===== src/rtl/wash_sequencer.sv =====
// Programme-timing stage of the washing machine controller: sequences the wash,
// rinse and spin stages through fill/agitate/drain/spin phases on a 1 s tick.
module wash_sequencer #(
  parameter int CLK_PER_SEC = 100_000_000,
  parameter int WASH_T      = 9,
  parameter int RINSE_T     = 6,
  parameter int SPIN_T      = 6,
  parameter int DRAIN_T     = 3
) (
  input  logic       clk,
  input  logic       reset,
  input  logic       power,
  input  logic [1:0] run_state,
  input  logic [2:0] model,
  input  logic [2:0] water,
  output logic       inwater_light,
  output logic       outwater_light,
  output logic [1:0] current_program,
  output logic [6:0] current_time,
  output logic [6:0] total_time,
  output logic       finish
);

  typedef enum logic [2:0] {
    S_IDLE,
    S_FILL,
    S_AGITATE,
    S_DRAIN,
    S_SPIN,
    S_DONE
  } state_e;

  typedef enum logic [1:0] {
    STG_WASH,
    STG_RINSE,
    STG_SPIN
  } stage_e;

  localparam int              PW         = (CLK_PER_SEC > 1) ? $clog2(CLK_PER_SEC) : 1;
  localparam logic [PW-1:0]   PRESC_LAST = PW'(CLK_PER_SEC - 1);
  localparam logic [1:0]      RUN_GO     = 2'b01;
  localparam logic [1:0]      RUN_PAUSE  = 2'b10;
  localparam logic [2:0]      POS_DONE   = 3'd7;

  // The programme is a linear list of positions: 0-2 wash fill/agitate/drain,
  // 3-5 rinse fill/agitate/drain, 6 spin, 7 done. Disabled or 0-length ones are skipped.
  function automatic logic [7:0] pos_len(input logic [2:0] pos, input logic [2:0] wat);
    case (pos)
      3'd0, 3'd3: pos_len = {5'd0, wat};
      3'd1:       pos_len = 8'(WASH_T);
      3'd4:       pos_len = 8'(RINSE_T);
      3'd2, 3'd5: pos_len = 8'(DRAIN_T);
      3'd6:       pos_len = 8'(SPIN_T);
      default:    pos_len = 8'd0;
    endcase
  endfunction

  function automatic logic pos_enabled(input logic [2:0] pos, input logic [2:0] mask,
                                       input logic [2:0] wat);
    logic stage_on;
    case (pos)
      3'd0, 3'd1, 3'd2: stage_on = mask[2];
      3'd3, 3'd4, 3'd5: stage_on = mask[1];
      3'd6:             stage_on = mask[0];
      default:          stage_on = 1'b0;
    endcase
    pos_enabled = stage_on && (pos_len(pos, wat) != 8'd0);
  endfunction

  function automatic logic [2:0] next_pos(input logic [3:0] from, input logic [2:0] mask,
                                          input logic [2:0] wat);
    next_pos = POS_DONE;
    for (int p = 6; p >= 0; p--) begin
      if (p >= int'(from) && pos_enabled(3'(p), mask, wat)) next_pos = 3'(p);
    end
  endfunction

  function automatic state_e pos_state(input logic [2:0] pos);
    case (pos)
      3'd0, 3'd3: pos_state = S_FILL;
      3'd1, 3'd4: pos_state = S_AGITATE;
      3'd2, 3'd5: pos_state = S_DRAIN;
      3'd6:       pos_state = S_SPIN;
      default:    pos_state = S_DONE;
    endcase
  endfunction

  function automatic stage_e pos_stage(input logic [2:0] pos);
    case (pos)
      3'd0, 3'd1, 3'd2: pos_stage = STG_WASH;
      3'd3, 3'd4, 3'd5: pos_stage = STG_RINSE;
      default:          pos_stage = STG_SPIN;
    endcase
  endfunction

  function automatic logic [2:0] pos_of(input state_e st, input stage_e stg);
    logic [2:0] base;
    base = (stg == STG_RINSE) ? 3'd3 : 3'd0;
    case (st)
      S_FILL:    pos_of = base;
      S_AGITATE: pos_of = base + 3'd1;
      S_DRAIN:   pos_of = base + 3'd2;
      default:   pos_of = 3'd6;
    endcase
  endfunction

  function automatic logic [6:0] total_of(input logic [2:0] mask, input logic [2:0] wat);
    logic [9:0] sum;
    sum = '0;
    if (mask[2]) sum = sum + 10'(wat) + 10'(WASH_T) + 10'(DRAIN_T);
    if (mask[1]) sum = sum + 10'(wat) + 10'(RINSE_T) + 10'(DRAIN_T);
    if (mask[0]) sum = sum + 10'(SPIN_T);
    total_of = (sum > 10'd127) ? 7'd127 : sum[6:0];
  endfunction

  state_e        state_q, state_d;
  stage_e        stage_q, stage_d;
  logic [7:0]    phase_q, phase_d;
  logic [PW-1:0] presc_q, presc_d;
  logic [2:0]    model_q, model_d;
  logic [2:0]    water_q, water_d;
  logic [6:0]    ctime_q, ctime_d;
  logic [6:0]    ttime_q, ttime_d;
  logic          inwater_q, inwater_d;
  logic          outwater_q, outwater_d;
  logic [1:0]    prog_q, prog_d;
  logic          finish_q, finish_d;

  logic [2:0] model_eff;
  logic [2:0] water_eff;
  logic [6:0] preview;
  logic       tick;
  logic       enter;
  logic [2:0] nxt;
  logic [2:0] enter_wat;

  assign model_eff = (model == 3'b000) ? 3'b111 : model;
  assign water_eff = (water == 3'd0) ? 3'd1 : water;
  assign preview   = total_of(model_eff, water_eff);

  // NOTE: every variable gets a default at the top of the block so no path leaves it unassigned (no latch).
  always_comb begin
    state_d   = state_q;
    stage_d   = stage_q;
    phase_d   = phase_q;
    presc_d   = presc_q;
    model_d   = model_q;
    water_d   = water_q;
    ctime_d   = ctime_q;
    ttime_d   = ttime_q;
    tick      = 1'b0;
    enter     = 1'b0;
    nxt       = POS_DONE;
    enter_wat = water_q;

    if (!power) begin
      state_d = S_IDLE;
      presc_d = '0;
      phase_d = '0;
      ctime_d = preview;
      ttime_d = preview;
    end else begin
      case (state_q)
        S_IDLE: begin
          ctime_d = preview;
          ttime_d = preview;
          if (run_state == RUN_GO) begin
            model_d   = model_eff;
            water_d   = water_eff;
            presc_d   = '0;
            nxt       = next_pos(4'd0, model_eff, water_eff);
            enter_wat = water_eff;
            enter     = 1'b1;
          end
        end
        S_DONE: begin
          if (run_state != RUN_GO && run_state != RUN_PAUSE) begin
            state_d = S_IDLE;
            ctime_d = preview;
            ttime_d = preview;
          end
        end
        default: begin
          if (run_state == RUN_GO) begin
            tick    = (presc_q == PRESC_LAST);
            presc_d = tick ? '0 : presc_q + PW'(1);
            if (tick) begin
              phase_d = phase_q - 8'd1;
              if (ctime_q != 7'd0) ctime_d = ctime_q - 7'd1;
              // Phase expiry loads the next non-empty position in the same cycle.
              if (phase_q <= 8'd1) begin
                nxt   = next_pos({1'b0, pos_of(state_q, stage_q)} + 4'd1, model_q, water_q);
                enter = 1'b1;
              end
            end
          end else if (run_state != RUN_PAUSE) begin
            state_d = S_IDLE;
            presc_d = '0;
            phase_d = '0;
            ctime_d = preview;
            ttime_d = preview;
          end
        end
      endcase
    end

    if (enter) begin
      state_d = pos_state(nxt);
      stage_d = pos_stage(nxt);
      phase_d = pos_len(nxt, enter_wat);
    end
    if (state_d == S_DONE) ctime_d = 7'd0;

    inwater_d  = (state_d == S_FILL);
    outwater_d = (state_d == S_DRAIN);
    finish_d   = (state_d == S_DONE);
    case (state_d)
      S_FILL, S_AGITATE, S_DRAIN: prog_d = (stage_d == STG_RINSE) ? 2'b10 : 2'b01;
      S_SPIN:                     prog_d = 2'b11;
      default:                    prog_d = 2'b00;
    endcase
  end

  // NOTE: sequential state uses non-blocking assignments so every flop samples pre-edge values.
  always_ff @(posedge clk or negedge reset) begin
    if (!reset) begin
      state_q    <= S_IDLE;
      stage_q    <= STG_WASH;
      phase_q    <= '0;
      presc_q    <= '0;
      model_q    <= '0;
      water_q    <= '0;
      ctime_q    <= '0;
      ttime_q    <= '0;
      inwater_q  <= 1'b0;
      outwater_q <= 1'b0;
      prog_q     <= 2'b00;
      finish_q   <= 1'b0;
    end else begin
      state_q    <= state_d;
      stage_q    <= stage_d;
      phase_q    <= phase_d;
      presc_q    <= presc_d;
      model_q    <= model_d;
      water_q    <= water_d;
      ctime_q    <= ctime_d;
      ttime_q    <= ttime_d;
      inwater_q  <= inwater_d;
      outwater_q <= outwater_d;
      prog_q     <= prog_d;
      finish_q   <= finish_d;
    end
  end

  assign inwater_light   = inwater_q;
  assign outwater_light  = outwater_q;
  assign current_program = prog_q;
  assign current_time    = ctime_q;
  assign total_time      = ttime_q;
  assign finish          = finish_q;

endmodule

===== config.mk =====
export PLATFORM = sky130hd
export DESIGN_NAME = wash_sequencer
export DESIGN_NICKNAME = d
export VERILOG_FILES = /design/src/rtl/wash_sequencer.sv
export SDC_FILE = /design/constraint.sdc
export NUM_CORES = 1
export LEC_CHECK = 0
export ABC_CLOCK_PERIOD_IN_PS = 11000
export CELL_PAD_IN_SITES_DETAIL_PLACEMENT = 0
export CELL_PAD_IN_SITES_GLOBAL_PLACEMENT = 1
export CORE_MARGIN = 2
export CORE_UTILIZATION = 49
export DETAILED_ROUTE_END_ITERATION = 10
export GPL_ROUTABILITY_DRIVEN = 0
export PLACE_DENSITY = 0.95
export SLEW_MARGIN = 25
export SYNTH_ARGS = -nofsm -noshare
export SYNTH_HDL_FRONTEND = slang
export SYNTH_SLANG_ARGS = --single-unit

===== constraint.sdc =====
create_clock -name clk -period 11 [get_ports clk]
set_clock_uncertainty 0.2 [all_clocks]
set_input_delay 2.2 -clock clk [delete_from_list [all_inputs] [get_ports clk]]
set_output_delay 2.2 -clock clk [all_outputs]
set_load 0.05 [all_outputs]

[Word level (Yosys, flattened, before mapping)]
Cells that the tools add are included.
W data, S select, Z words.
Cells by class
  $add $sub $neg: 12
  magnitude comparators: 9
  equal/unequal tests: 34
  muxes and demuxes: 133
  reductions and logical operators: 48
Operator list (number)
  $mux W8: 38
  $mux W27: 5
  $mux W3: 32
  $mux W7: 10
  $reduce_bool A8 Y1: 8
  $pmux W27 S2: 1
  $mux W1: 31
  $pmux W7 S2: 2
  $add A27 B1 Y27 const B: 1
  $eq A27 B27 Y1 const B: 1
  $logic_and A1 B1 Y1: 22
  $add A10 B3 Y10 const B: 2
  $mux W10: 2
  $eq A3 B2 Y1 const B: 6
  $eq A3 B3 Y1 const B: 6
  $pmux W4 S4: 1
  $ge A3 B4 Y1 const A: 3
  $logic_not A3 Y1: 4
  $ne A6 B3 Y1 const B: 2
  $pmux W3 S2: 2
  $pmux W3 S4: 1
  $reduce_and A3 Y1: 4
  $add A10 B2 Y10 const B: 1
  $add A10 B3 Y10: 1
  32 further kinds: 50
Word-level totals
  register bits: 65
  input bits: 11
  output and inout port bits: 19
  logic and storage cells: 248

[Depth between registers and ports, before layout]
  depth in word-level cells: 31
  depth in mapped cells: 15
  mapped depth without buffers: 15

[Worst setup path after synthesis]
OpenSTA, ideal clock, no wires.
  kind: input to register
  start: input model[0]
  end: register ctime_q[5] (netlist: current_time[5])
  setup time: 0.073 ns
  data arrival time: 4.554 ns
  data required time: 10.727 ns
  slack: 6.173 ns
  stages on the path: 13
  cells stage by stage: clkbuf_1 o21ba_2 and2_1 ha_1 or4_1 a21oi_1 a31oi_1 ha_1 o32ai_1 a221o_1 o2bb2ai_1 a22oi_1 nor2_1
On the way
  cells in the longest elaborated chain, start to end: 23
  elaborated cells on any way between the ends: 61
Ends and longest elaborated chain
  start, declared: RTL line 14  | input logic [2:0] model,
  $logic_not A3 Y1: RTL line 137  | assign model_eff = (model == 3'b000) ? 3'b111 : model;
  $mux W3 *: RTL line 137
  branches (longest 21 deep; another with $add A10 B3 Y10)
  end signal, assigned: RTL line 246  | ctime_q <= ctime_d;
  end, declared: RTL line 122  | logic [6:0] ctime_q, ctime_d;
Every way passes the cells marked *. The select of a mux whose other input is x is not followed.
A chain may end at the register's enable or synchronous reset.

[Worst setup path after layout]
  start: input model[2]
  end: register ctime_q[5] (netlist: current_time[5])
Same word-level chain as after synthesis.

==> impl_metrics.toml <==
[outcome]
outcome = "complete, no violations"

[cts]
postCtsHoldBufs = 0
cts_tree = "built"
post_cts_resized = 0
cts_setup_buffers = 0
clock_sinks = 65
cts-buffers-inserted = 9
clkTransAtPathRegs_ns = 0.07
clkLatencyLatePin_ns = 0.36
clock_path_buffers = 2
htree_num_levels = 3
cts-root-buf = "clkbuf_8"

[global_routing]
grt_pass1_vias = 3727
track_usage = 0.225
grt-ovfl-total = 0
grt_antenna_before_repair = 0
grt_pass1_wl_mm = 18.0
grt_start_max_net_pins = 66

[yosys]
synth-edff-count = 0
synth-async-reset-ratio = 1.00
synth_cells = 535
synth-seq-cells = 65
yosysSeqAreaShare = 0.363
yosysTopAreaCell = "dfrtp_1"
synth.avg_cell_area_um2 = 8.37
netlist_area_um2 = 4480
yosys_most_used_dff = "dfrtp_1"
synth.net_count = 559
yosys_warnings = 0
ys_types = 66
synthTopCellsByArea = "dfrtp_1, o21ai_0, nand2_1"
yosysTopAreaCellShare = 0.363

[power]
power_frac_seq = 0.427
p_sw_mw = 0.241
power_frac_clock = 0.289
p_int_mw = 0.418
switching_share = 0.366
ir_drop_mv = 0.119
totalPowerFinal_mw = 0.659
power_density_nw_per_um2 = 132
leakagePower_nw = 2.06
combPwrFrac = 0.284

[final_layout]
regArea_um2 = 1630
antennaDiodeCount = 0
multiInputGateArea_um2 = 2690
final_util = 0.568
area_growth_pct = 11.7
final_common_cell = "dfrtp_1"
drive_gt1_frac = 0.0932
final-instance-count-excl-fill = 666
nets = 577
nFillCells = 776
final_cell_mix = "dfrtp_1, o21ai_0, nand2_1, nor2_1"

[worst_setup_path]
crit_type = "in2reg"
cpMostUsedCell = "ha_1"
cp-end-kind = "flop"
cp_max_fo = 14
worstPathRequired_ns = 11.09
crit_arrival_ns = 5.39
cpPeakStageDelay_ns = 0.71
path_cells = "clkdlybuf4s50_1 > o21ba_2 > and2_1 > ha_1 > or4_1 > a21oi_1 > a31oi_1 > ha_1 > o32ai_1 > a221o_1 > o2bb2ai_1 > a22oi_1 > nor2_1"
cp-start-kind = "primary input"
worst_path_max_delay_cell = "clkdlybuf4s50_1"

[detailed_routing]
drt-total-wl_mm = 10.7
viasPerCell = 6.10
first_pass_iters = 5
ant_nets = 0
drt_iter0_drc = 220
wire_per_inst_um = 16.0
vias = 4060
route.detailed.drc = 0

[run]
maxCapViolCount = 0

[timing]
tightest_slew_ns = 0.843
drv_slew = 0
hold_viol = 0
rsz0062_at_grt = "false"
relSlewSlack = 0.434
finalSetupViolations = 0
final_min_period_over_clock_period = 0.481
finalSetupTns_ns = 0
period_needed_ns = 5.29
fmax_mhz = 189

[place]
dp.cells = 650
io_buffers = 29
dp_hpwl_mm = 7.68

[floorplanning]
die_h_um = 99.6
die_w_um = 99.6
dieArea_um2 = 9910
num_rows = 34
core_um2 = 8810
start_util = 0.508
io_pins = 30

[hold_path]
min_path_type = "reg2reg"
==> cell families after synthesis <==
group	after synthesis	share of synthesized area
AO/OA/AOI/OAI	158	0.233
adder cells (fa/ha/maj)	13	0.0363
multiplexers	19	0.0456
XOR/XNOR	13	0.0254
buffers and inverters	43	0.0366
flip-flops	65	0.363
AND/OR/NAND/NOR	224	0.260
==> routing by layer <==
metal	track usage	vias up	part of all wire
met5	0	-	0
met4	0.0611	0	0.013
met3	0.0429	13	0.043
met2	0.359	101	0.47
met1	0.314	1953	0.47
li1	-	1993	-
==> worst max-delay path, delay by kind of cell <==
family | cells | cell delay (ns)
AOI/OAI and AO/OA | 7 | 1.26
adders and majority gates | 2 | 0.55
buffers and inverters | 1 | 0.71
and+or+nand+nor | 3 | 0.67
==> per-stage QoR <==
stage          worst slack [ns]  hold WS, ns  instance area (µm²)
2_1_floorplan              6.17        0.245                 4480
3_3_place_gp               5.56        0.265                 4820
3_5_place_dp               5.41        0.275                 4820
4_1_cts                    5.77        0.291                 5000
5_1_grt                    5.50        0.318                 5000
6_report                   5.71        0.289                 5000
==> final timing paths <==
check	depth (start not counted)	slack, ns	end	from
max in group asynchronous	2	8.25	water_q[0]	reset
worst min-delay path	2	0.29	stage_q[1]	stage_q[1]
min in group asynchronous	2	1.81	presc_q[19]	reset
worst min register to register	2	0.29	stage_q[1]	stage_q[1]
worst max register to register	11	7.10	current_program[0]	state_q[0]
worst max-delay path	13	5.71	current_time[5]	model[2]
==> sequential cells by signal, indices dropped and copies added, names as in the netlist <==
register and cells:
model_q 3, presc_q 27, finish 1, total_time 7
inwater_light 1, stage_q 2, outwater_light 1, phase_q 8
current_program 2, current_time 7, state_q 3, water_q 3
==> final cells by class <==
class,count,area share
well taps,108,0.0270
clock inverters,5,0.00751
multi-input cells,427,0.538
inverters,19,0.0143
clock buffers,11,0.0283
repair buffers,31,0.0600
flip-flops and latches,65,0.325
==> synthesized netlist by cell type (all sizes together), types with 8 or more instances <==
| cell type | count |
|---|---|
| nor4 | 8 |
| o31ai | 8 |
| nand2 | 60 |
| a21oi | 29 |
| nand4 | 14 |
| nand3 | 11 |
| mux2i | 8 |
| mux2 | 11 |
| nor2 | 58 |
| nor3 | 11 |
| clkbuf | 22 |
| or2 | 8 |
| a31oi | 9 |
| ha | 13 |
| and2 | 8 |
| o21ai | 62 |
| inv | 19 |
| dfrtp | 65 |
==> power by group through the flow <==
stage | clock [mW] | combinational (mW) | sequential [mW]
2_1_floorplan | 0 | 0.101 | 0.313
3_3_place_gp | 0 | 0.183 | 0.285
3_5_place_dp | 0 | 0.186 | 0.286
4_1_cts | 0.192 | 0.187 | 0.281
5_1_grt | 0.203 | 0.204 | 0.285
6_report | 0.191 | 0.187 | 0.281
No activity file was read; power rests on OpenSTA's default activity.
